--- src/rtl/pipe_stage_hs.sv ---
// Parametrised pipeline stage register with valid/ready handshake, optional
// 2-entry skid buffer, flush-to-bubble with PC preservation and stall counter.
module pipe_stage_hs #(
  parameter int unsigned           DW               = 64,
  parameter int unsigned           PCW              = 30,
  parameter logic [PCW-1:0]        RESET_PC         = PCW'(32'h0000_0C00),
  parameter int unsigned           SKID             = 1,
  parameter int unsigned           KEEP_PC_ON_FLUSH = 1,
  parameter int unsigned           CW               = 16
) (
  input  logic           Clk,
  input  logic           Reset,
  input  logic           in_valid,
  output logic           in_ready,
  input  logic [DW-1:0]  in_data,
  input  logic [PCW-1:0] in_pc,
  output logic           out_valid,
  input  logic           out_ready,
  output logic [DW-1:0]  out_data,
  output logic [PCW-1:0] out_pc,
  input  logic           flush,
  output logic [1:0]     occupancy,
  output logic [CW-1:0]  stall_cnt,
  input  logic           stall_clr
);

  localparam logic [1:0] S_EMPTY = 2'd0;
  localparam logic [1:0] S_ONE   = 2'd1;
  localparam logic [1:0] S_TWO   = 2'd2;

  logic [1:0]     r_state;
  logic [1:0]     w_next_state;
  logic [DW-1:0]  r_data;
  logic [PCW-1:0] r_pc;
  logic [DW-1:0]  w_skid_data;
  logic [PCW-1:0] w_skid_pc;
  logic [PCW-1:0] w_flush_pc;
  logic [CW-1:0]  r_stall;
  logic           w_acc;
  logic           w_pop;
  logic           w_in_ready;
  logic           w_load_in;
  logic           w_load_skid;

  assign out_valid  = (r_state != S_EMPTY);
  assign out_data   = r_data;
  assign out_pc     = r_pc;
  assign occupancy  = r_state;
  assign stall_cnt  = r_stall;
  assign in_ready   = w_in_ready;
  assign w_acc      = in_valid & w_in_ready;
  assign w_pop      = out_valid & out_ready;
  assign w_flush_pc = (KEEP_PC_ON_FLUSH != 0) ? in_pc : RESET_PC;

  always_comb begin
    w_next_state = r_state;
    w_load_in    = 1'b0;
    w_load_skid  = 1'b0;
    case (r_state)
      S_EMPTY: begin
        if (w_acc) begin
          w_next_state = S_ONE;
          w_load_in    = 1'b1;
        end
      end
      S_ONE: begin
        if (w_acc && w_pop) begin
          w_load_in = 1'b1;
        end else if (w_acc) begin
          w_next_state = S_TWO;
        end else if (w_pop) begin
          w_next_state = S_EMPTY;
        end
      end
      S_TWO: begin
        if (w_pop) begin
          w_next_state = S_ONE;
          w_load_skid  = 1'b1;
        end
      end
      default: w_next_state = S_EMPTY;
    endcase
    if (flush) begin
      w_next_state = S_EMPTY;
      w_load_in    = 1'b0;
      w_load_skid  = 1'b0;
    end
  end

  generate
    if (SKID != 0) begin : g_skid
      logic           r_in_ready;
      logic [DW-1:0]  r_skid_data;
      logic [PCW-1:0] r_skid_pc;

      // in_ready is precomputed from next state so out_ready never reaches it combinationally
      always_ff @(posedge Clk or posedge Reset) begin
        if (Reset) begin
          r_in_ready  <= 1'b1;
          r_skid_data <= '0;
          r_skid_pc   <= '0;
        end else begin
          r_in_ready <= (w_next_state != S_TWO);
          if (flush) begin
            r_skid_data <= '0;
            r_skid_pc   <= '0;
          end else if ((r_state == S_ONE) && w_acc && !w_pop) begin
            r_skid_data <= in_data;
            r_skid_pc   <= in_pc;
          end
        end
      end

      assign w_in_ready  = r_in_ready & ~Reset;
      assign w_skid_data = r_skid_data;
      assign w_skid_pc   = r_skid_pc;
    end else begin : g_noskid
      assign w_in_ready  = (~out_valid | out_ready) & ~Reset;
      assign w_skid_data = '0;
      assign w_skid_pc   = '0;
    end
  endgenerate

  always_ff @(posedge Clk or posedge Reset) begin
    if (Reset) begin
      r_state <= S_EMPTY;
      r_data  <= '0;
      r_pc    <= RESET_PC;
    end else begin
      r_state <= w_next_state;
      if (flush) begin
        r_data <= '0;
        r_pc   <= w_flush_pc;
      end else if (w_load_in) begin
        r_data <= in_data;
        r_pc   <= in_pc;
      end else if (w_load_skid) begin
        r_data <= w_skid_data;
        r_pc   <= w_skid_pc;
      end
    end
  end

  always_ff @(posedge Clk or posedge Reset) begin
    if (Reset) begin
      r_stall <= '0;
    end else if (stall_clr) begin
      r_stall <= '0;
    end else if (out_valid && !out_ready && (r_stall != '1)) begin
      r_stall <= r_stall + CW'(1);
    end
  end

endmodule

--- config.mk ---
export PLATFORM = sky130hd
export DESIGN_NAME = pipe_stage_hs
export DESIGN_NICKNAME = d
export VERILOG_FILES = /design/src/rtl/pipe_stage_hs.sv
export SDC_FILE = /design/constraint.sdc
export NUM_CORES = 1
export LEC_CHECK = 0
export CORE_ASPECT_RATIO = 0.8
export CORE_MARGIN = 5
export CORE_UTILIZATION = 35
export CTS_CLUSTER_SIZE = 8
export DETAILED_ROUTE_END_ITERATION = 8
export DONT_BUFFER_PORTS = 1
export HOLD_SLACK_MARGIN = 0.06
export SLEW_MARGIN = 20
export SYNTH_ARGS = -nofsm -noshare
export SYNTH_HDL_FRONTEND = slang
export SYNTH_SLANG_ARGS = --single-unit
--- constraint.sdc ---
create_clock -name Clk -period 6.8 [get_ports Clk]
set_input_delay 0.68 -clock Clk [delete_from_list [all_inputs] [get_ports Clk]]
set_output_delay 0.68 -clock Clk [all_outputs]
set_load 0.02 [all_outputs]
==> impl_metrics.json <==
{
  "status": "finished clean",
  "rows": 53,
  "hold_start": "flush",
  "tns_ps": 0,
  "fillers": 2603,
  "drt_wl_total_um": 23800,
  "worstSetupStartpointType": "register",
  "hp-class": "in -> reg",
  "finalClockSkew_ps": 15.6,
  "synth_nets": 1045,
  "register_area_um2": 5180,
  "vias": 6684,
  "synthCells": 944,
  "synth_top_family_by_area": "simple AND/OR/NAND/NOR gates",
  "cts_resized": 0,
  "synth_xor_xnor_area_share_pct": 0,
  "fp.dieW_um": 192,
  "pwr_density_cell_nw_per_um2": 278,
  "end_kind": "register",
  "synthAdderAreaFrac_pct": 0.135,
  "rr_endpoint": "g_skid.r_skid_data[21]$_DFFE_PP0P_",
  "antenna_found_initial": 0,
  "synth_compound_area_share_pct": 14.5,
  "cts_buffers": 29,
  "synth_top_cells_by_count": "dfrtp_1 (204), nand2_1 (196), a21oi_1 (138), nor2_1 (96), mux2i_1 (95)",
  "gp_congestion": 0.772,
  "synth.area.top_cells": "dfrtp_1 (55%), mux2i_1 (10%), nand2_1 (7.9%)",
  "yosysSeqAreaShare_pct": 56.0,
  "synth.avg_cell_area_um2": 9.81,
  "final_antenna_net_count": 0,
  "drc": 0,
  "fmax_ghz": 0.339,
  "rrSetupSlack_ps": 3850,
  "yosysTopAreaCellShare_pct": 55.2,
  "period_share_pct": 43.4,
  "portBuffers": 0,
  "post_cts_buffers": 0,
  "clk_path_buf_depth": 3,
  "yosysMostFrequentCell": "dfrtp_1",
  "ir_worst_vdd_uv": 191,
  "rsz0062_at_grt": "false",
  "tritoncts": "yes",
  "critical_path_class": "reg -> reg",
  "grt_use_total_pct": 15.5,
  "path_max_fanout": 73,
  "die-area_um2": 29800,
  "slew_viol_final": 0,
  "syn_to_final_growth_pct": 11.4,
  "hold_depth": 1,
  "grt_pass1_wl_um": 37700,
  "synth_mux_area_share_pct": 10.3,
  "clk_latency_ps": 540,
  "setup_viol": 0,
  "synth_edf_count": 0,
  "avgRoutedWirePerCell_um": 18.5,
  "netlist_area_um2": 9260,
  "grt_overflow": 0,
  "fp.dieH_um": 155,
  "drt_first_pass_iters": 5,
  "drt_iter0_markers": 400,
  "coreArea_um2": 26200,
  "antennaDiodeCount": 0,
  "timing.rr.start": "occupancy[0]$_DFF_PP0_",
  "crit_start": "occupancy[0]$_DFF_PP0_",
  "tightest_slew_ps": 1060,
  "post-route-util_pct": 39.4,
  "synthSimpleGateAreaFrac_pct": 15.1,
  "htreeDepth": 1,
  "ys_ff_latch": 207,
  "min_period_ps": 2950,
  "clk_pin_slew_worst_paths_ps": 50,
  "root_buffer": "clkbuf_16",
  "cts_sinks": 207,
  "nets": 1011,
  "worstHoldEndpoint": "g_skid.r_skid_data[27]$_DFFE_PP0P_",
  "multi_input_area_um2": 3740,
  "ys_types": 42,
  "yosys.area.top_type": "dfrtp_1",
  "p_leak_uw": 0.00482,
  "initial_core_util_pct": 35.3,
  "reg2reg_depth": 5,
  "maxCapViolations": 0,
  "dp_hpwl_um": 14300,
  "hold_viol_final": 0,
  "via_per_inst": 5.18,
  "final_layout_size_suffix_gt1_share_pct": 5.57,
  "ios": 214,
  "ys_dominant_reg_cell": "dfrtp_1",
  "max-slew-margin-rel_pct": 29.4,
  "grt_pass1_vias": 6537,
  "async_flop_share_pct": 100,
  "worstPathArrival_ps": 3400,
  "grt_start_max_net_pins": 162,
  "cp.required_ps": 7250,
  "synth_warnings": 0
}
-- area by class of cell --
cell class / instances / area share [%]
inverter: 5 / 0.255
timing repair buffer: 9 / 0.873
sequential: 207 / 50.3
tap: 357 / 4.33
clock inverter: 1 / 0.0849
clock buffer: 53 / 7.91
multi-input combinational: 658 / 36.3
-- cell usage in the layout, fill, tap and decap left out, drive strengths merged, types with 7 or more instances in the layout --
cell    count
dfrtp     204
clkbuf     53
a211oi     64
o21ai       8
buf         8
nand4       7
a21oi     138
nand2     196
mux2i      95
nor2       96
-- worst max-delay path by stage --
stage,to
6_report,g_skid.r_skid_data[21]$_DFFE_PP0P_
5_1_grt,g_skid.r_skid_pc[13]$_DFFE_PP0P_
4_1_cts,g_skid.r_skid_data[21]$_DFFE_PP0P_
3_5_place_dp,g_skid.r_skid_data[21]$_DFFE_PP0P_
3_3_place_gp,g_skid.r_skid_data[9]$_DFFE_PP0P_
2_1_floorplan,g_skid.r_skid_data[0]$_DFFE_PP0P_
-- sequential cells by signal (all words and copies together) (netlist names) --
name,count
g_skid.r_in_ready,1
g_skid.r_skid_data,64
g_skid.r_skid_pc,30
occupancy,2
out_data,64
out_pc,30
stall_cnt,16
-- cell families (layout without fill, tap and decap cells) --
kind of cell             Yosys count  in the layout
multiplexers                      95             95
buffers and inverters             79             68
adder cells (fa/ha/maj)            1              1
AND/OR/NAND/NOR                  337            337
flip-flops                       207            207
AO/OA/AOI/OAI                    225            225
-- timing repair --
item | 4_1_cts | 5_1_grt
hold buffers | 0 | 1
endpoints found under the hold margin | 0 | 34
setup endpoints to repair | 0 | 0
-- metal layers --
layer	global-route usage, %	share of wire (%)	vias to the layer above
met2	22.2	43	224
met3	8.08	13	37
met4	3.76	2.3	0
met5	0	0	-
met1	20.7	42	3210
li1	-	-	3213
-- report_power, final --
group / total [uW] / switching (uW) / internal [uW]
Sequential: 1390 / 106 / 1290
Combinational: 148 / 93.8 / 54.1
Clock: 1320 / 529 / 796
Total: 2870 / 729 / 2140
-- worst max-delay path: stages (launching register included) --
cell and delay [ps]:
dfrtp_1 600, nand2b_1 280, nor3_4 800, buf_4 820, nand2_1 110, a21oi_1 170
-- through the flow --
stage / cell area, um^2 / setup slack (ps) / total power (uW) / hold slack (ps) / std cells
3_5_place_dp: 9450 / 3790 / 1560 / 508 / 1234
6_report: 10300 / 3850 / 2870 / 206 / 1290
3_3_place_gp: 9450 / 3830 / 1560 / 503 / 1234
5_1_grt: 10300 / 3580 / 3000 / 181 / 1290
2_1_floorplan: 9260 / 472 / 1530 / 501 / 944
4_1_cts: 10300 / 3830 / 2920 / 177 / 1288
(Power assumes the default switching activity.)
